`src/rtl/hidden_fetch_if.sv`:
```
// hidden_fetch_if -- bundle of the program-load port and the instruction
// fetch port of hidden_fetch.
//
// Handshake rule for both channels: a word moves on a rising clock edge where
// valid and ready are both high. A source holding valid high keeps its
// payload stable until that edge. A sink may raise or lower ready on any
// cycle.
//
// Signals (width):
//   load_valid (1), load_data (6), load_last (1)  -> program word offered
//   load_ready (1)                                 <- word can be accepted
//   start (1)                                      -> run request
//   redirect_valid (1), redirect_addr (AW)         -> fetch redirect
//   instr (6), instr_addr (AW), instr_valid (1)    <- fetched word
//   instr_ready (1)                                -> CPU consumes instr
//
// Modports: slave = hidden_fetch, master = whoever drives it.
interface hidden_fetch_if #(
  parameter int AW = 4
);
  logic          load_valid;
  logic [5:0]    load_data;
  logic          load_last;
  logic          load_ready;
  logic          start;
  logic          redirect_valid;
  logic [AW-1:0] redirect_addr;
  logic [5:0]    instr;
  logic [AW-1:0] instr_addr;
  logic          instr_valid;
  logic          instr_ready;

  modport slave (
    input  load_valid, load_data, load_last, start,
    input  redirect_valid, redirect_addr, instr_ready,
    output load_ready, instr, instr_addr, instr_valid
  );

  modport master (
    output load_valid, load_data, load_last, start,
    output redirect_valid, redirect_addr, instr_ready,
    input  load_ready, instr, instr_addr, instr_valid
  );
endinterface

```
`src/rtl/hidden_fetch.sv`:
```
// hidden_fetch -- small program store that is loaded word by word and then
// streamed out to a CPU stage through a registered valid/ready output.
//
// Ports:
//   clk    - clock, all state changes on the rising edge
//   rst    - asynchronous active-low reset
//   bus    - hidden_fetch_if.slave (load, start, redirect, fetch channels)
//   state  - FSM state: IDLE=00, LOAD=01, RUN=10, HALT=11
//   halted - high exactly in HALT
//
// Build option: define HIDDEN_FETCH_LOOP_EN to make the program wrap from its
// last word back to word 0 instead of halting.
//
// Storage is not reset; len returning to 0 makes the old contents unreachable.
module hidden_fetch #(
  parameter int DEPTH = 16,
  parameter int AW    = 4
) (
  input  logic              clk,
  input  logic              rst,
  hidden_fetch_if.slave     bus,
  output logic [1:0]        state,
  output logic              halted
);

  typedef enum logic [1:0] {
    IDLE = 2'b00,
    LOAD = 2'b01,
    RUN  = 2'b10,
    HALT = 2'b11
  } state_t;

  localparam logic [AW:0]   LEN_ONE  = (AW+1)'(1);
  localparam logic [AW-1:0] ADDR_ONE = AW'(1);
  localparam logic [AW-1:0] ADDR_TOP = AW'(DEPTH - 1);

  logic [5:0]    mem [DEPTH];

  state_t        st_q, st_d;
  logic [AW-1:0] wptr_q, wptr_d;
  logic [AW-1:0] fptr_q, fptr_d;
  logic [AW:0]   len_q, len_d;
  logic          iv_q, iv_d;
  logic [5:0]    instr_q, instr_d;
  logic [AW-1:0] iaddr_q, iaddr_d;
  logic          mem_we;
  logic [AW-1:0] mem_waddr;

  logic          load_fire;
  logic          fetch_fire;
  logic          fetch_last;
  logic [AW-1:0] fptr_inc;

  assign bus.load_ready  = (st_q != RUN);
  assign bus.instr_valid = iv_q;
  assign bus.instr       = instr_q;
  assign bus.instr_addr  = iaddr_q;
  assign state           = st_q;
  assign halted          = (st_q == HALT);

  assign load_fire  = bus.load_valid && (st_q != RUN);
  assign fetch_fire = iv_q && bus.instr_ready;
  // fptr always equals instr_addr while a word is presented.
  assign fetch_last = (({1'b0, fptr_q} + LEN_ONE) == len_q);
  assign fptr_inc   = fptr_q + ADDR_ONE;

  always_comb begin
    st_d      = st_q;
    wptr_d    = wptr_q;
    fptr_d    = fptr_q;
    len_d     = len_q;
    iv_d      = iv_q;
    instr_d   = instr_q;
    iaddr_d   = iaddr_q;
    mem_we    = 1'b0;
    mem_waddr = wptr_q;

    case (st_q)
      IDLE, HALT: begin
        iv_d = 1'b0;
        // A load wins over a simultaneous start.
        if (load_fire) begin
          mem_we    = 1'b1;
          mem_waddr = '0;
          wptr_d    = ADDR_ONE;
          st_d      = LOAD;
          if (bus.load_last) begin
            len_d = LEN_ONE;
            st_d  = IDLE;
          end
        end else if (bus.start && (st_q == HALT || len_q != '0)) begin
          st_d   = RUN;
          fptr_d = '0;
        end
      end

      LOAD: begin
        if (load_fire) begin
          mem_we    = 1'b1;
          mem_waddr = wptr_q;
          wptr_d    = wptr_q + ADDR_ONE;
          if (bus.load_last || wptr_q == ADDR_TOP) begin
            len_d = {1'b0, wptr_q} + LEN_ONE;
            st_d  = IDLE;
          end
        end
      end

      RUN: begin
        if (bus.redirect_valid) begin
          // The word on the output is dropped even if it was being taken.
          iv_d = 1'b0;
          if ({1'b0, bus.redirect_addr} >= len_q) st_d = HALT;
          else fptr_d = bus.redirect_addr;
        end else if (!iv_q) begin
          // Fill the output register after RUN entry or a redirect bubble.
          iv_d    = 1'b1;
          instr_d = mem[fptr_q];
          iaddr_d = fptr_q;
        end else if (fetch_fire) begin
          if (fetch_last) begin
`ifdef HIDDEN_FETCH_LOOP_EN
            fptr_d  = '0;
            instr_d = mem[0];
            iaddr_d = '0;
`else
            iv_d = 1'b0;
            st_d = HALT;
`endif
          end else begin
            fptr_d  = fptr_inc;
            instr_d = mem[fptr_inc];
            iaddr_d = fptr_inc;
          end
        end
      end

      default: st_d = IDLE;
    endcase
  end

  always_ff @(posedge clk or negedge rst) begin
    if (!rst) begin
      st_q    <= IDLE;
      wptr_q  <= '0;
      fptr_q  <= '0;
      len_q   <= '0;
      iv_q    <= 1'b0;
      instr_q <= '0;
      iaddr_q <= '0;
    end else begin
      st_q    <= st_d;
      wptr_q  <= wptr_d;
      fptr_q  <= fptr_d;
      len_q   <= len_d;
      iv_q    <= iv_d;
      instr_q <= instr_d;
      iaddr_q <= iaddr_d;
    end
  end

  always_ff @(posedge clk) begin
    if (mem_we) mem[mem_waddr] <= bus.load_data;
  end

endmodule
```
`src/flat_wrapper.sv`:
```
// flat-port wrapper written by rule: the top's interface ports become plain ports
module hidden_fetch_flat 
#(
  parameter int DEPTH = 16,
  parameter int AW    = 4
)
  (clk, rst, state, halted, bus_load_valid, bus_load_data, bus_load_last, bus_start, bus_redirect_valid, bus_redirect_addr, bus_instr_ready, bus_load_ready, bus_instr, bus_instr_addr, bus_instr_valid);
  hidden_fetch_if #(.AW(AW)) bus_i ();
  input  logic clk;
  input  logic rst;
  output logic [1:0] state;
  output logic halted;
  input wire logic [$bits(bus_i.load_valid)-1:0] bus_load_valid;
  input wire logic [$bits(bus_i.load_data)-1:0] bus_load_data;
  input wire logic [$bits(bus_i.load_last)-1:0] bus_load_last;
  input wire logic [$bits(bus_i.start)-1:0] bus_start;
  input wire logic [$bits(bus_i.redirect_valid)-1:0] bus_redirect_valid;
  input wire logic [$bits(bus_i.redirect_addr)-1:0] bus_redirect_addr;
  input wire logic [$bits(bus_i.instr_ready)-1:0] bus_instr_ready;
  output wire logic [$bits(bus_i.load_ready)-1:0] bus_load_ready;
  output wire logic [$bits(bus_i.instr)-1:0] bus_instr;
  output wire logic [$bits(bus_i.instr_addr)-1:0] bus_instr_addr;
  output wire logic [$bits(bus_i.instr_valid)-1:0] bus_instr_valid;
  assign bus_i.load_valid = bus_load_valid;
  assign bus_i.load_data = bus_load_data;
  assign bus_i.load_last = bus_load_last;
  assign bus_i.start = bus_start;
  assign bus_i.redirect_valid = bus_redirect_valid;
  assign bus_i.redirect_addr = bus_redirect_addr;
  assign bus_i.instr_ready = bus_instr_ready;
  assign bus_load_ready = bus_i.load_ready;
  assign bus_instr = bus_i.instr;
  assign bus_instr_addr = bus_i.instr_addr;
  assign bus_instr_valid = bus_i.instr_valid;
  hidden_fetch #(.DEPTH(DEPTH), .AW(AW)) u_core (.clk(clk), .rst(rst), .bus(bus_i), .state(state), .halted(halted));
endmodule
```
`config.mk`:
```
export PLATFORM = sky130hd
export DESIGN_NAME = hidden_fetch_flat
export DESIGN_NICKNAME = d
export VERILOG_FILES = /design/src/rtl/hidden_fetch_if.sv /design/src/rtl/hidden_fetch.sv /design/src/flat_wrapper.sv
export SDC_FILE = /design/constraint.sdc
export NUM_CORES = 1
export LEC_CHECK = 0
export BUFFER_PORTS_ARGS = -buffer_cell sky130_fd_sc_hd__buf_2
export CAP_MARGIN = 20
export CORE_MARGIN = 2
export CORE_UTILIZATION = 40
export CTS_BUF_LIST = sky130_fd_sc_hd__clkbuf_2
export CTS_CLUSTER_DIAMETER = 60
export DETAILED_ROUTE_END_ITERATION = 16
export SETUP_SLACK_MARGIN = 0.5
export SYNTH_ARGS = -nofsm -noshare
export SYNTH_HDL_FRONTEND = slang
export SYNTH_SLANG_ARGS = --single-unit
```
`constraint.sdc`:
```
create_clock -name clk -period 5.78 [get_ports clk]
set_clock_uncertainty 0.05 [all_clocks]
set_input_delay 1.156 -clock clk [delete_from_list [all_inputs] [get_ports clk]]
set_output_delay 1.156 -clock clk [all_outputs]
set_load 0.05 [all_outputs]
```
# Word-level counts from Yosys, hierarchy flattened

Memories as Yosys holds them, arrays and structs flattened.
Index checks and enable logic that the tools add are counted.
Widths: inputs -> output; s select.

Memories: 1
Flip-flop bits (word level): 26
Output and inout port bits: 15
Word-level logic and storage cells: 93
RAM bits: 96

Memory list:

| memory     | words | width | rd ports | clocked after memory_dff | wr ports | RTL line           | RTL |
|---|---|---|---|---|---|---|---|
| u_core.mem | 16    | 6     | 2        | 0                        | 1        | hidden_fetch.sv:37 | `logic [5:0] mem [DEPTH];` |

Multiplexer cells: 42
Reduce and logical (&&, ||, !) cells: 16
Bitwise operators: 1
$lt $le $gt $ge: 1
Equal/unequal tests: 21
Add/sub/neg operators: 4

Operators by type and width:

| kind                | count |
|---|---|
| $mux 4              | 12 |
| $mux 5              | 4 |
| $mux 2              | 9 |
| $mux 6              | 3 |
| $pmux 4 s2          | 2 |
| $reduce_and 7->1    | 2 |
| $ne 3x2->1 const B  | 4 |
| $add 4x1->5 const B | 2 |
| $ne 2x2->1 const B  | 5 |
| $pmux 5 s2          | 1 |
| $mux 1              | 9 |
| $add 4x1->4 const B | 2 |
| $ne 2x1->1 const B  | 4 |
| $ne 3x3->1 const B  | 2 |
| $pmux 2 s3          | 1 |
| $eq 5x5->1          | 1 |
| $ge 4x5->1          | 1 |
| $reduce_and 5->1    | 1 |
| $reduce_bool 5->1   | 1 |
| $eq 2x2->1 const B  | 2 |
| $eq 4x4->1 const B  | 1 |
| $reduce_and 4->1    | 1 |
| $reduce_bool 2->1   | 2 |
| $logic_and 1x1->1   | 3 |
| 9 further kinds     | 10 |

# Logic depth before layout (Yosys ltp)

Gate-level depths: netlist of run 1.

Depth in word-level cells: 7
Mapped depth: 9
Mapped depth without buffers: 8

# Least setup slack after synthesis of run 1

Ideal clock, no wire load.

Path type: input to register
Start: input bus_redirect_addr[0]
End: register u_core.st_q[0] (netlist: u_core.state[0])
Data required time: 5.602 ns
Library setup time: 0.128 ns
Arrival: 2.849 ns
Setup slack: 2.754 ns
Cell stages on the path: 8
Path buffers: 0
Cells stage by stage: inv_1 ha_1 nand2b_1 a2111oi_0 or4b_2 o311a_1 nor2_1 mux2_1

Word-level cells in the longest chain between the ends: 3

Ends and longest elaborated chain:

| element                           | RTL line            | RTL |
|---|---|---|
| start: declaration                | flat_wrapper.sv:18  | `input wire logic [$bits(bus_i.redirect_addr)-1:0] bus_redirect_addr;` |
| $ge 4x5->1                        | hidden_fetch.sv:113 | `if ({1'b0, bus.redirect_addr} >= len_q) st_d = HALT;` |
| $ne 3x2->1 (no source line)       | --                  |  |
| $reduce_and 7->1 (no source line) | --                  |  |
| end signal: assignment            | hidden_fetch.sv:152 | `st_q <= st_d;` |
| end: declaration                  | hidden_fetch.sv:39  | `state_t st_q, st_d;` |

No other way between the ends.
A chain may end at the register's enable or synchronous reset.

# Worst setup path after layout of run 1

Start: register u_core.fptr_q[0]
End: register u_core.instr_q[3] (netlist: u_core.bus.instr[3])

Word-level cells in the longest chain between the ends: 5

Ends and longest elaborated chain:

| element                  | RTL line            | RTL |
|---|---|---|
| start: declaration       | hidden_fetch.sv:41  | `logic [AW-1:0] fptr_q, fptr_d;` |
| start signal: assignment | hidden_fetch.sv:154 | `fptr_q <= fptr_d;` |
| $add 4x1->4              | hidden_fetch.sv:65  | `assign fptr_inc = fptr_q + ADDR_ONE;` |
| $mem_v2 16x6             | --                  |  |
| $mux 6                   | hidden_fetch.sv:121 | `if (fetch_last) begin` |
| $mux 6                   | hidden_fetch.sv:120 | `end else if (fetch_fire) begin` |
| $mux 6                   | hidden_fetch.sv:115 | `end else if (!iv_q) begin` |
| end signal: assignment   | hidden_fetch.sv:157 | `instr_q <= instr_d;` |
| end: declaration         | hidden_fetch.sv:44  | `logic [5:0] instr_q, instr_d;` |

Parallel ways exist; a longest one is shown, timed or not. The select of a mux whose other input is x is not followed.

==> reports/results.tsv, run 1 <==
stage	metric	value	unit
power_and_ir_drop	p_per_area	454.5	nW/um^2
run	cap_violations	0	
floorplan	boundaryPins	32	
setup_path	max_stage_delay	980	ps
global_routing	antenna_found_initial	1	
route	dr.pass1.iters	5	
synthesis	yosysSeqAreaShare	56.05	%
place	place_congestion	0.8456	
global_routing	grt_pass1_vias	3827	
clock_tree	cts_setup_buffers	0	
sta	finalSetupViolations	0	
clock_tree	cts_root_buf	clkbuf_2	
synthesis	synth_cells	419	
route	drc	0	
power_and_ir_drop	total_power	3101	uW
global_routing	grt_pass1_wl	22290	um
synthesis	synth_cell_types	55	
sta	slew_headroom	32.48	%
synthesis	syn-mean-instance-area	15.04	sq um
global_routing	track_usage	18.16	%
sta	slew_viol_final	0	
setup_path	cp-start-kind	flip-flop	
sta	fin_setup_tns	0	ps
global_routing	grt_max_degree	56	
floorplan	core-area	15310	sq um
setup_path	slowest_stage	ha_2	
clock_tree	cts_hold_buf	0	
setup_path	r2r_slack	2120	ps
place	hpwlAfterDp	9550	um
cells_and_area	layout_commonest_cell	edfxtp_1	
cells_and_area	drive_above_1_share	27.79	%
power_and_ir_drop	p_sw	1223	uW
route	vias	3823	
clock_tree	clk_latency	670	ps
cells_and_area	syn2layout_area_growth	8.257	%
synthesis	synth_edf_count	96	
power_and_ir_drop	peakVddDrop	0.2351	mV
place	placedCellCount	635	
status	outcome	complete, no violations	
synthesis	ys_async_sr_fraction	21.31	%
setup_path	crit_path_end_kind	flip-flop	
sta	min_period	3657	ps
setup_path	cp_cell_sequence	buf_4 > ha_2 > mux4_2 > mux2_2 > o21ai_0 > o21ai_1 > mux2_2	
global_routing	globalRouteOverflowTotal	0	
synthesis	yosysWarnings	0	
route	dr.first_iter.drc_count	360	
setup_path	worstPathArrival	4190	ps
place	place_ws	2056	ps
floorplan	die-area	16780	sq um
sta	rsz0062_at_grt	false	
synthesis	synth-seq-cells	122	
route	drtAntennaViolNets	0	
cells_and_area	nFillCells	1384	
route	wl	14130	um
clock_tree	path_clk_slew	170	ps
sta	fin_ws	2123	ps
clock_tree	clockBufferDepth	2	
synthesis	synth_nets	446	
power_and_ir_drop	combPwrFrac	45.6	%
power_and_ir_drop	p_sw_share	39.42	%
cells_and_area	nNetsFinal	471	
power_and_ir_drop	internal_power	1879	uW
power_and_ir_drop	p_seq_share	37.4	%
floorplan	start_util	41.16	%
route	via_per_inst	5.714	
cells_and_area	instances_no_fill	669	
floorplan	num_rows	45	
synthesis	synth_area	6304	sq um
sta	max_freq	0.2734	GHz
route	wl_per_cell	21.11	um
clock_tree	h-tree-depth	4	
setup_path	critPathRequiredTime	6310	ps
sta	holdWs	444.1	ps
floorplan	die_width	129.5	um
clock_tree	cts.sinks	122	
place	placement.io_buffers	31	
hold_path	min_path_type	in2async	
sta	hold_viol_final	0	
power_and_ir_drop	clkPwrFrac	17.0	%
clock_tree	cts_resized	0	
setup_path	cp_max_fo	55	
sta	tightest_slew	1006	ps
power_and_ir_drop	power.leakage	0.002341	uW
setup_path	path_common_cell	mux2_2	
synthesis	ys.flop_type	edfxtp_1	
sta	timing.final.crit_share	63.28	%
floorplan	die_y	129.5	um
clock_tree	cts_buffers	17	
setup_path	path_class	reg2reg	
clock_tree	cts_tree	done	
cells_and_area	mostFrequentLayoutCells	edfxtp_1, mux4_2, nand2_1, buf_2, nor2_1	
## worst max-delay path, delay by kind of cell, from the launching register on
family                   cells  cell delay, ps
multiplexers                 3            1190
adder cells (fa/ha/maj)      1             980
buffers and inverters        1             630
flip-flops                   1             370
AO/OA/AOI/OAI                2             310
## kinds of logic after synthesis
group / Yosys count / share of synthesized area [%]
AOI/OAI and AO/OA: 62 / 6.233
xor gates and xnor gates: 10 / 1.608
adders and majority gates: 10 / 1.985
buffers and inverters: 40 / 3.216
DFF: 122 / 56.05
muxes: 78 / 23.78
and+or+nand+nor: 97 / 7.126
## path summary, 6_finish.rpt
check,cells past startpoint,end,startpoint
hold reg to reg,1,u_core.bus.instr_addr[2],u_core.bus.instr_addr[2]
max in group asynchronous,1,u_core.fptr_q[0],rst
hold / removal,1,u_core.len_q[4],rst
setup / recovery,7,u_core.bus.instr[3],u_core.fptr_q[0]
min in group clk,1,u_core.bus.instr_addr[2],u_core.bus.instr_addr[2]
setup reg to reg,7,u_core.bus.instr[3],u_core.fptr_q[0]
## sequential cells by signal, summed over array words and instances (netlist names)
name	cells
u_core.state	2
u_core.bus.instr	6
u_core.len_q	5
u_core.bus.instr_valid	1
u_core.mem	96
u_core.bus.instr_addr	4
u_core.fptr_q	4
u_core.wptr_q	4
## per-layer routing
metal | up-vias | global-route usage (%) | routed length (um)
met5 | - | 0 | 0
met2 | 107 | 27.68 | 6764
li1 | 1704 | - | -
met4 | 0 | 6.325 | 181
met3 | 13 | 4.253 | 625
met1 | 1999 | 25.79 | 6553
## power groups by stage
| stage | Sequential [uW] | Clock (uW) | Combinational (uW) |
|---|---|---|---|
| after floorplan | 1250 | 0 | 1040 |
| after global placement | 1170 | 0 | 1390 |
| after detailed placement | 1180 | 0 | 1410 |
| after CTS | 1160 | 542 | 1420 |
| after global routing | 1180 | 577 | 1540 |
| final | 1160 | 526 | 1410 |
## through the flow
stage                     util, %  cell area (sq um)
final                       44.56               6824
after global routing        44.56               6824
after CTS                   44.51               6817
after detailed placement    43.04               6591
after global placement      43.04               6591
after floorplan                 -               6304
## final cells by class
cell class                      count  area (sq um)  share of cell area (%)
Antenna cell                        1         2.502                 0.03667
Inverter                           10         37.54                  0.5501
Timing Repair Buffer               36         190.2                   2.787
Tap cell                          211         264.0                   3.869
Clock buffer                       18         90.09                   1.320
Multi-Input combinational cell    257          2570                   37.66
Sequential cell                   122          3535                   51.80
Clock inverter                     14         135.1                   1.980
## cell usage after synthesis, drive strengths merged, types with 2 or more instances
master,n,share of area [%]
o22ai,4,0.40
a211oi,2,0.32
nor3,3,0.24
nand3b,2,0.24
xnor2,5,0.69
nand2,36,2.1
edfxtp,96,46
nor2,27,1.6
xor2,4,0.56
or3,2,0.20
o21ai,28,2.2
and3,2,0.20
ha,10,2.0
clkbuf,13,0.77
a21o,2,0.24
mux2,16,2.9
buf,17,1.8
dfrtp,26,10
nor2b,3,0.30
inv,10,0.60
or2,2,0.20
nand3,7,0.56
mux4,54,20
mux2i,8,1.3
nand2b,8,0.79
a21oi,11,0.87
Power figures use the tool's default switching activity.
==> inputs of run 2 (changes only) <==
==> constraint.sdc (replaced) <==
create_clock -name clk -period 3.1 [get_ports clk]
set_clock_uncertainty 0.05 [all_clocks]
set_input_delay 0.62 -clock clk [delete_from_list [all_inputs] [get_ports clk]]
set_output_delay 0.62 -clock clk [all_outputs]
set_load 0.05 [all_outputs]
==> reports/results.tsv, run 2 (same netlist as run 1, synthesis figures left out) <==
stage	metric	value	unit	change
cells_and_area	drive_above_1_share	34.37	%	was 27.79%
place	hpwlAfterDp	9743	um	was 9550 um
floorplan	die_y	129.5	um	unchanged
sta	slew_viol_final	0		unchanged
setup_path	cp_max_fo	6		was 55
power_and_ir_drop	combPwrFrac	49.3	%	was 45.6%
setup_path	r2r.worst_path.cells	7		unchanged
clock_tree	cts_tree	done		unchanged
floorplan	die-area	16780	sq um	unchanged
route	via_per_inst	5.696		was 5.714
sta	rsz0062_at_grt	true		was false
place	placement.io_buffers	31		unchanged
sta	timing.final.crit_share	83.23	%	was 63.28%
global_routing	track_usage	18.34	%	was 18.16%
cells_and_area	largest_reg_flops	96		unchanged
hold_path	hp-start	bus_redirect_addr[1]		
route	wl	14990	um	was 14130 um
floorplan	core-area	15310	sq um	unchanged
cells_and_area	syn2layout_area_growth	13.54	%	was 8.257%
sta	fin_setup_tns	0	ps	unchanged
cells_and_area	mostFrequentLayoutCells	edfxtp_1, mux4_2, nand2_1, buf_2, nor2_1		unchanged
clock_tree	h-tree-depth	4		unchanged
cells_and_area	layout_commonest_cell	edfxtp_1		unchanged
route	drc	0		unchanged
global_routing	grt_pass1_vias	3883		was 3827
place	place_congestion	0.8672		was 0.8456
setup_path	path_common_cell	mux2_2		unchanged
power_and_ir_drop	power.leakage	0.002516	uW	was 0.002341 uW
sta	slew_headroom	58.20	%	was 32.48%
hold_path	whs_path_depth	3		
sta	max_freq	0.3876	GHz	was 0.2734 GHz
sta	hold_viol_final	0		unchanged
power_and_ir_drop	p_sw_share	39.58	%	was 39.42%
setup_path	max_stage_delay	510	ps	was 980 ps
sta	holdWs	214.3	ps	was 444.1 ps
setup_path	slowest_stage	mux4_2		was ha_2
floorplan	die_width	129.5	um	unchanged
power_and_ir_drop	p_per_area	850.4	nW/um^2	was 454.5 nW/um^2
global_routing	grt_max_degree	55		was 56
clock_tree	clockBufferDepth	2		unchanged
clock_tree	cts.sinks	122		unchanged
route	dr.pass1.iters	4		was 5
power_and_ir_drop	p_sw	2409	uW	was 1223 uW
setup_path	critPathRequiredTime	3630	ps	was 6310 ps
floorplan	boundaryPins	32		unchanged
clock_tree	cts_buffers	17		unchanged
setup_path	rr_startpoint	u_core.fptr_q[0]		unchanged
run	cap_violations	0		unchanged
status	outcome	complete, no violations		unchanged
floorplan	num_rows	45		unchanged
setup_path	cp_cell_sequence	ha_4 > clkbuf_16 > mux4_2 > mux2_2 > o21ai_0 > o21ai_1 > mux2_2		was buf_4 > ha_2 > mux4_2 > mux2_2 > o21ai_0 > o21ai_1 > mux2_2
route	vias	3959		was 3823
clock_tree	cts_root_buf	clkbuf_2		unchanged
sta	tightest_slew	627.0	ps	was 1006 ps
setup_path	r2r_slack	520	ps	was 2120 ps
power_and_ir_drop	p_seq_share	35.2	%	was 37.4%
cells_and_area	largest_register	u_core.mem		unchanged
cells_and_area	nNetsFinal	497		was 471
sta	min_period	2580	ps	was 3657 ps
route	dr.first_iter.drc_count	346		was 360
power_and_ir_drop	peakVddDrop	0.3565	mV	was 0.2351 mV
cells_and_area	fin_util	46.73	%	was 44.56%
setup_path	cp-start-kind	flip-flop		unchanged
sta	finalSetupViolations	0		unchanged
floorplan	start_util	41.16	%	unchanged
place	place_area	6779	sq um	was 6591 sq um
route	wl_per_cell	21.57	um	was 21.11 um
global_routing	antenna_found_initial	1		unchanged
cells_and_area	fin_area	7157	sq um	was 6824 sq um
setup_path	crit_path_end_kind	flip-flop		unchanged
power_and_ir_drop	internal_power	3678	uW	was 1879 uW
global_routing	grt_pass1_wl	22400	um	was 22290 um
setup_path	path_class	reg2reg		unchanged
setup_path	worstPathArrival	3110	ps	was 4190 ps
hold_path	whs_endpoint	u_core.fptr_q[1]		
global_routing	globalRouteOverflowTotal	0		unchanged
power_and_ir_drop	clkPwrFrac	15.5	%	was 17.0%
hold_path	min_path_type	in2reg		was in2async
setup_path	reg2reg_to	u_core.bus.instr[2]		was u_core.bus.instr[3]
route	drtAntennaViolNets	0		unchanged
clock_tree	path_clk_slew	180	ps	was 170 ps
clock_tree	clk_latency	690	ps	was 670 ps
## run 2: changes by cell type in the layout (fill, tap and decap cells not counted), sizes merged
cell         before  now
buf              35   59
bufinv            3    2
clkinvlp          0    1
dlygate4sd3       0    1
clkinv           11    6
clkbuf           19   25
## run 2: per-layer routing
layer / up-vias / GRT usage [%] / part of all wire [%] / wire length, um
li1: 1756 / - / - / -
met5: - / 0 / 0 / 0
met2: 140 / 29.85 / 50 / 7455
met4: 0 / 5.313 / 1.2 / 182
met3: 15 / 4.624 / 5.5 / 827
met1: 2048 / 24.60 / 44 / 6529
## run 2: cell type report
type                            instances  area (sq um)
Fill cell                            1346          8158
Clock buffer                           23         115.1
Antenna cell                            1         2.502
Clock inverter                          9         100.1
Timing Repair Buffer                   62         484.2
Inverter                               10         37.54
Tap cell                              211         264.0
Multi-Input combinational cell        257          2618
Sequential cell                       122          3536
## run 2: power groups by stage
stage          Sequential [uW]  Combinational [uW]  Clock [uW]
3_5_place_dp              2170                2790           0
3_3_place_gp              2160                2770           0
4_1_cts                   2130                2890         974
2_1_floorplan             2330                1950           0
5_1_grt                   2170                3230        1040
6_report                  2140                3000         941
## run 2: worst max-delay path by stage
stage	end	slack (ps)	start
4_1_cts	u_core.bus.instr[3]	480	u_core.fptr_q[0]
2_1_floorplan	u_core.bus.instr[1]	580	u_core.fptr_q[0]
6_report	u_core.bus.instr[2]	520	u_core.fptr_q[0]
3_5_place_dp	u_core.fptr_q[2]	380	bus_redirect_addr[0]
5_1_grt	u_core.bus.instr[3]	470	u_core.fptr_q[0]
3_3_place_gp	u_core.bus.instr[3]	430	u_core.fptr_q[0]
## run 2: repair_timing
action                                 CTS  global route
pin swaps                                0             1
gates resized for setup                  7             7
setup endpoints to repair               10            14
endpoints found under the hold margin   26             0
setup buffers                            0             3
cloned                                   1             2
hold buffers                             1             0
## run 2: worst max-delay path, delay by kind of cell, from the launching register on
kind | cells | cell delay, ps
mux | 3 | 1090
flops | 1 | 500
fa+ha+maj | 1 | 370
compound gates | 2 | 270
buf+inv | 1 | 190
## run 2: metrics by stage
| step | worst slack (ps) | power, uW | cells |
|---|---|---|---|
| 2_1_floorplan | 580.5 | 4280 | 419 |
| 3_5_place_dp | 378.4 | 4955 | 655 |
| 5_1_grt | 471.8 | 6431 | 695 |
| 4_1_cts | 484.3 | 5997 | 689 |
| 3_3_place_gp | 432.8 | 4924 | 655 |
| 6_report | 519.9 | 6086 | 695 |
==> inputs of run 3 (changes only) <==
==> constraint.sdc (replaced) <==
create_clock -name clk -period 2.4 [get_ports clk]
set_clock_uncertainty 0.05 [all_clocks]
set_input_delay 0.48 -clock clk [delete_from_list [all_inputs] [get_ports clk]]
set_output_delay 0.48 -clock clk [all_outputs]
set_load 0.05 [all_outputs]
==> reports/results.tsv, run 3 (same netlist as run 1, synthesis figures left out) <==
stage	metric	value	unit	change
clock_tree	clockBufferDepth	2		unchanged
clock_tree	path_clk_slew	210	ps	was 180 ps
setup_path	cp_max_fo	6		unchanged
global_routing	grt_pass1_vias	4075		was 3883
setup_path	worstPathArrival	2930	ps	was 3110 ps
cells_and_area	drive_above_1_share	51.38	%	was 34.37%
setup_path	path_class	reg2reg		unchanged
clock_tree	cts_tree	done		unchanged
floorplan	start_util	41.16	%	unchanged
sta	slew_headroom	54.10	%	was 58.20%
floorplan	die_y	129.5	um	unchanged
place	place_ws	-17.69	ps	was 378.4 ps
sta	hold_viol_final	0		unchanged
clock_tree	cts.sinks	122		unchanged
cells_and_area	largest_register	u_core.mem		unchanged
power_and_ir_drop	p_per_area	1149	nW/um^2	was 850.4 nW/um^2
cells_and_area	syn2layout_area_growth	31.88	%	was 13.54%
cells_and_area	mostFrequentLayoutCells	edfxtp_1, buf_4, mux4_2, nand2_1, buf_6		was edfxtp_1, mux4_2, nand2_1, buf_2, nor2_1
sta	timing.final.crit_share	99.96	%	was 83.23%
route	vias	4172		was 3959
cells_and_area	layout_commonest_cell	edfxtp_1		unchanged
place	place_congestion	0.7943		was 0.8672
cells_and_area	fin_area	8313	sq um	was 7157 sq um
status	outcome	complete, no violations		unchanged
route	drc	0		unchanged
sta	tightest_slew	688.5	ps	was 627.0 ps
setup_path	crit_path_end_kind	flip-flop		unchanged
route	dr.first_iter.drc_count	381		was 346
clock_tree	cts_root_buf	clkbuf_2		unchanged
setup_path	r2r_slack	1	ps	was 520 ps
global_routing	track_usage	19.00	%	was 18.34%
setup_path	r2r.worst_path.cells	9		was 7
clock_tree	h-tree-depth	4		unchanged
sta	finalSetupViolations	0		unchanged
place	hpwlAfterDp	10340	um	was 9743 um
floorplan	die-area	16780	sq um	unchanged
setup_path	cp-start-kind	flip-flop		unchanged
floorplan	core-area	15310	sq um	unchanged
route	wl	15470	um	was 14990 um
clock_tree	cts_buffers	17		unchanged
clock_tree	clk_latency	670	ps	was 690 ps
global_routing	antenna_found_initial	1		unchanged
sta	min_period	2399	ps	was 2580 ps
run	cap_violations	0		unchanged
global_routing	grt_use_met2	29.91	%	was 29.85%
place	place_area	7154	sq um	was 6779 sq um
global_routing	grt_util_met1	26.93	%	was 24.60%
setup_path	critPathLaunch	u_core.fptr_q[0]		unchanged
global_routing	grtUsageMet3	3.468	%	was 4.624%
setup_path	reg2reg_to	u_core.state[0]		was u_core.bus.instr[2]
sta	max_freq	0.4168	GHz	was 0.3876 GHz
cells_and_area	largest_reg_flops	96		unchanged
floorplan	num_rows	45		unchanged
route	dr.pass1.iters	5		was 4
power_and_ir_drop	power.leakage	0.002952	uW	was 0.002516 uW
power_and_ir_drop	peakVddDrop	0.4027	mV	was 0.3565 mV
setup_path	crit_end	u_core.state[0]		was u_core.bus.instr[2]
sta	fin_ws	0.9519	ps	was 519.9 ps
global_routing	grt.busiest_layer	met2		unchanged
route	wl_per_cell	20.49	um	was 21.57 um
floorplan	die_width	129.5	um	unchanged
setup_path	rr_startpoint	u_core.fptr_q[0]		unchanged
route	via_per_inst	5.526		was 5.696
sta	rsz0062_at_grt	true		unchanged
global_routing	grt_max_degree	27		was 55
hold_path	min_path_type	in2reg		unchanged
floorplan	boundaryPins	32		unchanged
global_routing	globalRouteOverflowTotal	0		unchanged
cells_and_area	nFillCells	1244		was 1346
sta	slew_viol_final	0		unchanged
place	placement.io_buffers	31		unchanged
cells_and_area	nNetsFinal	557		was 497
global_routing	grt_pass1_wl	23490	um	was 22400 um
route	drtAntennaViolNets	0		unchanged
setup_path	critPathRequiredTime	2930	ps	was 3630 ps
## run 3: changes by cell type in the layout (fill, tap and decap cells not counted), sizes merged
cell | before | now
inv | 10 | 15
clkinv | 6 | 5
dlygate4sd3 | 1 | 2
buf | 59 | 117
clkinvlp | 1 | 3
clkbuf | 25 | 19
bufbuf | 0 | 1
## run 3: cell type report
class	instances	area [sq um]	area share [%]
well taps	211	264.0	3.176
inverters	10	46.29	0.5569
diodes	1	2.502	0.03010
repair buffers	122	1210	14.55
clock inverters	15	162.7	1.957
flip-flops and latches	122	3540	42.58
multi-input cells	257	3003	36.12
clock buffers	17	85.08	1.023
## run 3: repair_timing
item,4_1_cts,5_1_grt
setup endpoints to repair,114,99
resized for setup,63,43
buffers inserted,24,27
gates cloned,2,2
hold endpoints to repair,27,0
hold buffers,2,0
pin swaps,20,23
## run 3: worst min-delay path by stage
stage / startpoint / endpoint / slack (ps) / cells past startpoint
after floorplan: rst / u_core.bus.instr[0] / 130 / 0
after global placement: u_core.bus.instr_addr[2] / u_core.bus.instr_addr[2] / 420 / 1
after detailed placement: u_core.bus.instr_addr[2] / u_core.bus.instr_addr[2] / 430 / 1
after CTS: bus_redirect_addr[3] / u_core.fptr_q[3] / 10 / 3
after global routing: bus_redirect_addr[3] / u_core.fptr_q[3] / 4 / 3
final: bus_redirect_addr[3] / u_core.fptr_q[3] / 80 / 3
## run 3: worst max-delay path, cell delays in order, from the launching register on
cell	delay [ps]
dfrtp_2	480
buf_4	150
buf_6	120
buf_12	130
and3_4	180
xnor3_1	250
o211ai_4	140
o311a_1	390
nor2_2	130
mux2_4	310
## run 3: per-stage QoR
stage               std cells  hold slack [ps]  utilization (%)  total power (uW)  TNS [ps]
floorplan                 419            134.4                -              5925         0
finish                    755            79.83            54.28              9553         0
CTS                       725            10.95            51.50              8995         0
global placement          665            421.4            46.72              6933    -8.642
detailed placement        665            426.1            46.72              6981    -77.14
global route              755            4.264            54.28             10070    -358.2
## run 3: metal layers
layer	share of wire (%)	wire [um]	vias to the layer above
met2	49	7538	149
met5	0	0	-
li1	-	-	1882
met3	5.1	792	17
met4	1.4	218	0
met1	45	6919	2124
## run 3: where the power goes
part	total [uW]	switching [uW]	internal, uW
registers	2700	179	2520
clock network	1340	845	497
logic	5510	2670	2840
total	9550	3700	5860
